==> config.mk <==
export PLATFORM = sky130hd
export DESIGN_NAME = program_loader
export DESIGN_NICKNAME = d
export VERILOG_FILES = /design/src/rtl/program_loader.sv
export SDC_FILE = /design/constraint.sdc
export NUM_CORES = 1
export LEC_CHECK = 0
export ABC_AREA = 1
export CORE_AREA = 8 8 109 111
export CTS_BUF_LIST = sky130_fd_sc_hd__clkbuf_8
export DETAILED_ROUTE_END_ITERATION = 10
export DIE_AREA = 0 0 117 119
export GPL_TIMING_DRIVEN = 0
export PLACE_DENSITY = 0.68
export SYNTH_ARGS = -nofsm -noshare
export SYNTH_HDL_FRONTEND = slang
export SYNTH_SLANG_ARGS = --single-unit
==> constraint.sdc <==
create_clock -name clk -period 2.4 [get_ports clk]
set_input_delay 0.48 -clock clk [delete_from_list [all_inputs] [get_ports clk]]
set_output_delay 0.48 -clock clk [all_outputs]
set_load 0.02 [all_outputs]
==> src/rtl/program_loader.sv <==
// Boot loader: streams instruction words into memory from BASE_ADDR,
// holding the CPU in reset until the program is loaded.
module program_loader #(
    parameter int MAXMEMORY   = 4095,
    parameter int BASE_ADDR   = 0,
    parameter int HOLD_CYCLES = 2
) (
    input  logic        clk,
    input  logic        reset,
    input  logic        start,
    input  logic        in_valid,
    input  logic [15:0] in_data,
    input  logic        in_last,
    output logic        in_ready,
    output logic [15:0] mem_addr,
    output logic [15:0] mem_data,
    output logic        mem_we,
    output logic        mem_sel,
    output logic        cpu_reset,
    output logic        done,
    output logic        error,
    output logic [15:0] word_count
);

    localparam logic [2:0] S_IDLE = 3'd0;
    localparam logic [2:0] S_LOAD = 3'd1;
    localparam logic [2:0] S_HOLD = 3'd2;
    localparam logic [2:0] S_RUN  = 3'd3;
    localparam logic [2:0] S_ERR  = 3'd4;

    // 17-bit counter so a full 64K memory never wraps
    localparam logic [16:0] BASE17 = 17'(BASE_ADDR);
    localparam logic [16:0] MAX17  = 17'(MAXMEMORY);
    localparam logic [15:0] HOLD16 = 16'(HOLD_CYCLES);

    logic [2:0]  state_q, state_d;
    logic [16:0] cnt_q, cnt_d;
    logic [15:0] addr_q, addr_d;
    logic [15:0] data_q, data_d;
    logic        we_q, we_d;
    logic [15:0] wc_q, wc_d;
    logic [15:0] hold_q, hold_d;

    always_comb begin
        state_d = state_q;
        cnt_d   = cnt_q;
        addr_d  = addr_q;
        data_d  = data_q;
        we_d    = 1'b0;
        wc_d    = wc_q;
        hold_d  = hold_q;
        case (state_q)
            S_IDLE, S_RUN, S_ERR: begin
                if (start) begin
                    state_d = S_LOAD;
                    cnt_d   = BASE17;
                    wc_d    = 16'd0;
                end
            end
            S_LOAD: begin
                if (in_valid) begin
                    if (cnt_q <= MAX17) begin
                        addr_d = cnt_q[15:0];
                        data_d = in_data;
                        we_d   = 1'b1;
                        cnt_d  = cnt_q + 17'd1;
                        wc_d   = wc_q + 16'd1;
                        if (in_last) begin
                            state_d = S_HOLD;
                            hold_d  = HOLD16;
                        end
                    end else begin
                        state_d = S_ERR;
                    end
                end
            end
            S_HOLD: begin
                if (hold_q == 16'd0) begin
                    state_d = S_RUN;
                end else begin
                    hold_d = hold_q - 16'd1;
                end
            end
            default: state_d = S_IDLE;
        endcase
    end

    always_ff @(posedge clk) begin
        if (reset) begin
            state_q <= S_IDLE;
            cnt_q   <= BASE17;
            addr_q  <= BASE17[15:0];
            data_q  <= 16'd0;
            we_q    <= 1'b0;
            wc_q    <= 16'd0;
            hold_q  <= 16'd0;
        end else begin
            state_q <= state_d;
            cnt_q   <= cnt_d;
            addr_q  <= addr_d;
            data_q  <= data_d;
            we_q    <= we_d;
            wc_q    <= wc_d;
            hold_q  <= hold_d;
        end
    end

    assign in_ready   = (state_q == S_LOAD);
    assign mem_sel    = (state_q != S_RUN);
    assign cpu_reset  = (state_q != S_RUN);
    assign done       = (state_q == S_RUN);
    assign error      = (state_q == S_ERR);
    assign mem_addr   = addr_q;
    assign mem_data   = data_q;
    assign mem_we     = we_q;
    assign word_count = wc_q;

endmodule

==> results of run 1 <==
power breakdown:
| part | switching (uW) | leakage (uW) | total (uW) | internal [uW] |
|---|---|---|---|---|
| clock network | 556 | 0.000101 | 1030 | 478 |
| logic | 1580 | 0.00138 | 2530 | 950 |
| registers | 190 | 0.000692 | 1830 | 1640 |
| total | 2330 | 0.00217 | 5390 | 3060 |
cell type report:
type	count	area share, %
clock buffer	9	2.22
tap	136	3.06
sequential	85	30.6
buffer	28	3.01
timing repair buffer	73	13.2
clock inverter	6	1.17
multi-input combinational	500	43.2
inverter	51	3.57
what timing repair did:
item / CTS / global route
endpoints found under the setup margin: 1 / 2
resized for setup: 3 / 2
hold endpoints to repair: 0 / 0
layout by cell type, fill, tap and decap left out, drive strengths merged, types with 2 or more instances in the layout:
master	count
xnor2	2
clkinv	4
or2	4
a21oi	42
o21ai	37
nor3	15
ha	4
inv	52
clkbuf	21
nand3	76
o21bai	3
xor2	9
nand4	6
clkdlybuf4s50	72
buf	16
nor2	158
nand2	141
dfxtp	85
metal layers:
layer  wire length [um]  vias up
li1                   -     2297
met1               5580     2103
met2               5820      127
met3                820       24
met4                310        0
met5                  0        -
registers in the layout, summed over array words and instances (netlist names):
signal,flops
word_count,16
mem_we,1
state_q,3
hold_q,16
mem_addr,16
mem_data,16
cnt_q,17
worst reg2reg max path: stages, from the launching register on:
cell and delay (ns):
dfxtp_1 0.43, ha_1 0.28, nand3_1 0.14, nor2_1 0.16
nand3_1 0.10, nand3_2 0.14, nand2_4 0.09, nor2_4 0.22
inv_4 0.10, buf_4 0.19, nor2_1 0.11, nor2_1 0.06
worst max-delay path by stage:
stage	endpoint	slack [ns]	cells past startpoint
after floorplan	word_count[8]	0.56	10
after CTS	in_ready	0.04	3
after global routing	mem_addr[6]	0.05	11
after global placement	in_ready	-0.13	4
after detailed placement	in_ready	-0.17	4
final	in_ready	0.11	4
per-stage QoR:
| step | setup slack [ns] | cell area (um^2) | std cells |
|---|---|---|---|
| floorplan | 0.565 | 4470 | 665 |
| global placement | -0.132 | 5370 | 874 |
| detailed placement | -0.167 | 5370 | 874 |
| CTS | 0.0373 | 5570 | 888 |
| global route | 0.0526 | 5570 | 888 |
| finish | 0.113 | 5570 | 888 |
logic make-up (layout without fill, tap and decap cells):
family | after synthesis | count (layout)
AO/OA/AOI/OAI | 83 | 83
XOR/XNOR | 11 | 11
adder cells (fa/ha/maj) | 4 | 4
buffers and inverters | 80 | 167
flip-flops | 85 | 85
AND/OR/NAND/NOR | 402 | 402
==> metrics.md, run 1 <==
| Metric | Value |
|---|---|
| Initial Utilization | `44.3%` |
| # clock sinks | `85` |
| Routed WL | `12.5 mm` |
| DRC | `0` |
| Setup CP Type | `flop to output pin` |
| Final setup viols | `0` |
| Asr flop ratio synth | `0%` |
| DR pass1 iterations | `5` |
| Global Route met3 Usage | `4.40%` |
| Area of the multi-input gates | `0.00241 mm^2` |
| Number of hold buffers added after cts | `0` |
| Final Skew | `0.0165 ns` |
| CTS tree | `done` |
| Total track usage | `18.1%` |
| Post-synth EDFFs | `0` |
| Setup bufs post-CTS | `0` |
| GPL Wtd Cong | `0.907` |
| Top post-synthesis cells by area | `dfxtp_1 (38%), nor2_1 (13%), nand2_1 (11%)` |
| First-pass GRT wire length | `20.6 mm` |
| Required time of the critical path | `1.92 ns` |
| Num ports | `75` |
| Routing usage on met2 | `29.1%` |
| VDD IR max | `0.383 mV` |
| Pwr per Cell Area | `968 mW/mm^2` |
| Slowest stage delay, CP | `0.63 ns` |
| Largest family of logic cells by synthesized area | `simple AND/OR/NAND/NOR gates` |
| Vias per inst | `5.13` |
| Slew @ Worst Pin | `0.645 ns` |
| WHS Path Cells | `2` |
| Ys Warns | `0` |
| Fmax | `437 MHz` |
| Status | `finished, final reports clean` |
| Clk_lat worst skew | `0.37 ns` |
| Critical path peak fanout | `14` |
| Routed length per placed instance | `14.1 um` |
| CP max stage cell | `clkdlybuf4s50_1` |
| Simple logic cell fraction of the synthesized area | `40.2%` |
| Static leakage | `0.00217 uW` |
| Min Hold Slack | `0.443 ns` |
| CTS root buffer | `clkbuf_8` |
| Dpl hpwl | `9.30 mm` |
| Crit. Startpoint | `state_q[2]` |
| Max-slew violations | `0` |
| Vias in the first global route | `4364` |
| Seq/Total Area, Yosys | `38.1%` |
| Post-synthesis mux area share | `0%` |
| Top Usage Layer GRT | `met2` |
| Critical path arrival | `1.81 ns` |
| Core ar. | `0.0101 mm^2` |
| Sequential cell area | `0.00170 mm^2` |
| Leading area contributor after synthesis | `dfxtp_1` |
| Syn Nets | `690` |
| Post-Synth XOR/XNOR Area | `2.16%` |
| Antenna diodes | `0` |
| FF-to-FF End | `mem_addr[6]` |
| Top cell type's share of synthesized area | `38.1%` |
| Final Hold Violating Endpoints | `0` |
| Routed via count | `4551` |
| CTS H-Tree Depth | `3` |
| Share of layout cells above drive strength 1 | `10.2%` |
| R2R setup slack | `0.29 ns` |
| Grt total ovfl | `0` |
| Final core occ | `55.2%` |
| CTS Buf Count | `9` |
| Synth Area in Adders | `1.12%` |
| Number of max-cap violations | `0` |
| Number of DRC markers in iteration 0 | `226` |
| Final nets | `773` |
| Crit path buffers/inverters | `3` |
| Most frequent cells after synthesis | `nor2_1 (154), nand2_1 (131), dfxtp_1 (85)` |
| Most common cell in the synthesized netlist | `nor2_1` |
| Layout area overhead | `24.7%` |
| I/O Buffers | `73` |
| Synth cell types | `35` |
| Clk buf depth | `2` |
| Synth Instances | `665` |
| Total die area | `0.0139 mm^2` |
| Startpoint types | `flop` |
| Initial antenna violation count | `0` |
| Setup TNS Final | `0 ns` |
| Hold crit path type | `flop to flop` |
| Top_reg_cell synth | `dfxtp_1` |
| Worst r2r src | `cnt_q[0]` |
| Cells on worst reg2reg path | `11` |
| Die Ht | `119 um` |
| Avg Inst Size Synth | `6.72 um^2` |
| Fin crit period | `2.29 ns` |
| Total power | `5390 uW` |
| Worst rel slew slack | `57.0%` |
| CP endpoint kind | `output pin` |
| Worst Hold Path EP | `mem_addr[14]` |
| Crit share post-route | `95.3%` |
| Compound-gate portion of the synthesized area | `10.3%` |
| Area of the mapped netlist | `0.00447 mm^2` |
| Die width | `117 um` |
| # fillers | `1017` |
| Clock Pin Slew Worst Setup and Hold Paths | `0.09 ns` |
| Num rows | `37` |
| Grt met1 use | `22.2%` |
| RSZ-0062 raised after global routing | `false` |
| Seq cells post-synth | `85` |
| Antenna Nets Post-Route | `0` |
| CP top delay family | `buffers and inverters` |
| Worst Hold Launch | `mem_addr[14]` |
| Cells along the critical path | `inv_1 > nand3_4 > inv_6 > clkdlybuf4s50_1` |
| Pin count of the biggest net entering global routing | `15` |
No activity file was read; power rests on OpenSTA's default activity.
==> run 2, diff against run 1 <==
--- a/config.mk
+++ b/config.mk
@@ -6,12 +6,12 @@
 export NUM_CORES = 1
 export LEC_CHECK = 0
 export ABC_AREA = 1
-export CORE_AREA = 8 8 109 111
+export CORE_AREA = 8 8 150 138
 export CTS_BUF_LIST = sky130_fd_sc_hd__clkbuf_8
 export DETAILED_ROUTE_END_ITERATION = 10
-export DIE_AREA = 0 0 117 119
+export DIE_AREA = 0 0 158 146
 export GPL_TIMING_DRIVEN = 0
-export PLACE_DENSITY = 0.68
 export SYNTH_ARGS = -nofsm -noshare
 export SYNTH_HDL_FRONTEND = slang
 export SYNTH_SLANG_ARGS = --single-unit
+export TNS_END_PERCENT = 1
==> metrics.md, run 2 (synthesized netlist as in run 1, its figures left out) <==
| Metric | Value |
|---|---|
| First-pass GRT wire length | `21.0 mm` |
| Critical path arrival | `1.77 ns` |
| CTS H-Tree Depth | `3` |
| Max-slew violations | `0` |
| Die Ht | `146 um` |
| Final setup margin | `0.153 ns` |
| Max reg flops | `17` |
| Most common cell after layout, fill and taps aside | `nor2_1` |
| DRC | `0` |
| Slew @ Worst Pin | `0.619 ns` |
| Pre-CTS WS | `-0.102 ns` |
| WHS Path Cells | `2` |
| CP max stage cell | `clkdlybuf4s50_1` |
| Max layer used | `met4` |
| Number of max-cap violations | `0` |
| Final setup viols | `0` |
| Initial antenna violation count | `0` |
| Min Hold Slack | `0.445 ns` |
| Final Hold Violating Endpoints | `0` |
| Num ports | `75` |
| Critical path peak fanout | `3` |
| Share of layout cells above drive strength 1 | `10.5%` |
| Dpl hpwl | `9.52 mm` |
| Status | `finished, final reports clean` |
| Pin count of the biggest net entering global routing | `15` |
| Number of DRC markers in iteration 0 | `276` |
| Setup CP Type | `flop to output pin` |
| Met3 routed WL | `1.10 mm` |
| Antenna diodes | `0` |
| Initial Utilization | `24.7%` |
| # clock sinks | `85` |
| Total power | `5540 uW` |
| Fmax | `445 MHz` |
| Routed WL | `12.7 mm` |
| Die width | `158 um` |
| Final Skew | `0.0101 ns` |
| Clock Pin Slew Worst Setup and Hold Paths | `0.08 ns` |
| Crit path buffers/inverters | `4` |
| CTS Buf Count | `9` |
| Setup bufs post-CTS | `0` |
| CP endpoint kind | `output pin` |
| Most frequent CP cell | `inv_1` |
| Required time of the critical path | `1.92 ns` |
| Antenna Nets Post-Route | `0` |
| Wire length on met2 | `5.01 mm` |
| Pwr per Cell Area | `967 mW/mm^2` |
| CTS tree | `done` |
| GPL Wtd Cong | `0.852` |
| Total track usage | `11.3%` |
| Static leakage | `0.00219 uW` |
| Total die area | `0.0231 mm^2` |
| Slowest stage delay, CP | `0.52 ns` |
| Routed length per placed instance | `12.7 um` |
| Most frequent cells in the layout | `nor2_1 (154), nand2_1 (131), dfxtp_1 (84)` |
| Core ar. | `0.0181 mm^2` |
| Cells along the critical path | `inv_1 > nand2_2 > nor2_1 > inv_1 > buf_4 > clkdlybuf4s50_1` |
| Top reg by flops | `cnt_q` |
| Clk_lat worst skew | `0.37 ns` |
| # placed instances | `983` |
| Area of the multi-input gates | `0.00240 mm^2` |
| CP Depth | `6` |
| I/O Buffers | `73` |
| # fillers | `2026` |
| Startpoint types | `flop` |
| Hold crit path type | `flop to flop` |
| Crit share post-route | `93.6%` |
| Vias per inst | `4.37` |
| Sequential cell area | `0.00170 mm^2` |
| DR pass1 iterations | `5` |
| RSZ-0062 raised after global routing | `false` |
| Clk buf depth | `2` |
| CTS root buffer | `clkbuf_8` |
| CP top delay family | `buffers and inverters` |
| Worst rel slew slack | `58.7%` |
| Layout area overhead | `28.3%` |
| Routed via count | `4361` |
| Fin crit period | `2.25 ns` |
| Grt total ovfl | `0` |
| Final nets | `773` |
| Cells on worst reg2reg path | `10` |
| Num rows | `47` |
| Met1 wire length | `6.47 mm` |
| Vias in the first global route | `4147` |
| Fin cells | `998` |
| VDD IR max | `0.493 mV` |
[run 2: cell count changes in the layout (fill, tap and decap cells not counted), sizes merged]
| cell | change |
|---|---|
| clkinv | -1 |
| inv | -1 |
| dlymetal6s2s | -1 |
| bufinv | +1 |
| dlygate4sd2 | +1 |
| clkbuf | +2 |
[run 2: layer usage]
layer  GRT usage [%]  vias to the layer above
li1                -                     2295
met1            15.8                     1947
met2            15.2                      110
met3            5.08                        9
met4            2.54                        0
met5               0                        -
[run 2: report_power, final]
part	switching [uW]	internal, uW	total, uW	leakage [uW]
Clock	526	636	1160	0.000121
Sequential	185	1640	1820	0.000692
Combinational	1610	941	2550	0.00138
[run 2: tightest hold or removal path, stage by stage (launching register included)]
cell and delay [ns]:
dfxtp_1 0.32, nand2_1 0.06, nor2_1 0.03
[run 2: worst paths after layout]
kind / startpoint / to / slack (ns)
min reg2reg: mem_addr[13] / mem_addr[13] / 0.44
max: state_q[2] / mem_sel / 0.15
min: mem_addr[13] / mem_addr[13] / 0.44
max reg2reg: cnt_q[1] / mem_addr[6] / 0.24
[run 2: final cells by class]
class | instances | share of cell area (%)
inverters | 51 | 3.43
clock inverters | 5 | 1.29
plain buffers | 28 | 2.93
multi-input cells | 500 | 41.9
repair buffers | 73 | 12.7
well taps | 245 | 5.35
clock buffers | 11 | 2.64
flip-flops and latches | 85 | 29.7
[run 2: what timing repair did]
action / 4_1_cts / 5_1_grt
hold buffers: 0 / 0
setup endpoints to repair: 1 / 7
resized for setup: 2 / 2
[run 2: through the flow]
stage	utilization [%]	setup TNS [ns]	area [um^2]
2_1_floorplan	-	0	4470
3_3_place_gp	30.4	-0.0990	5500
3_5_place_dp	30.4	-0.102	5500
4_1_cts	31.6	0	5730
5_1_grt	31.6	0	5730
6_report	31.6	0	5730
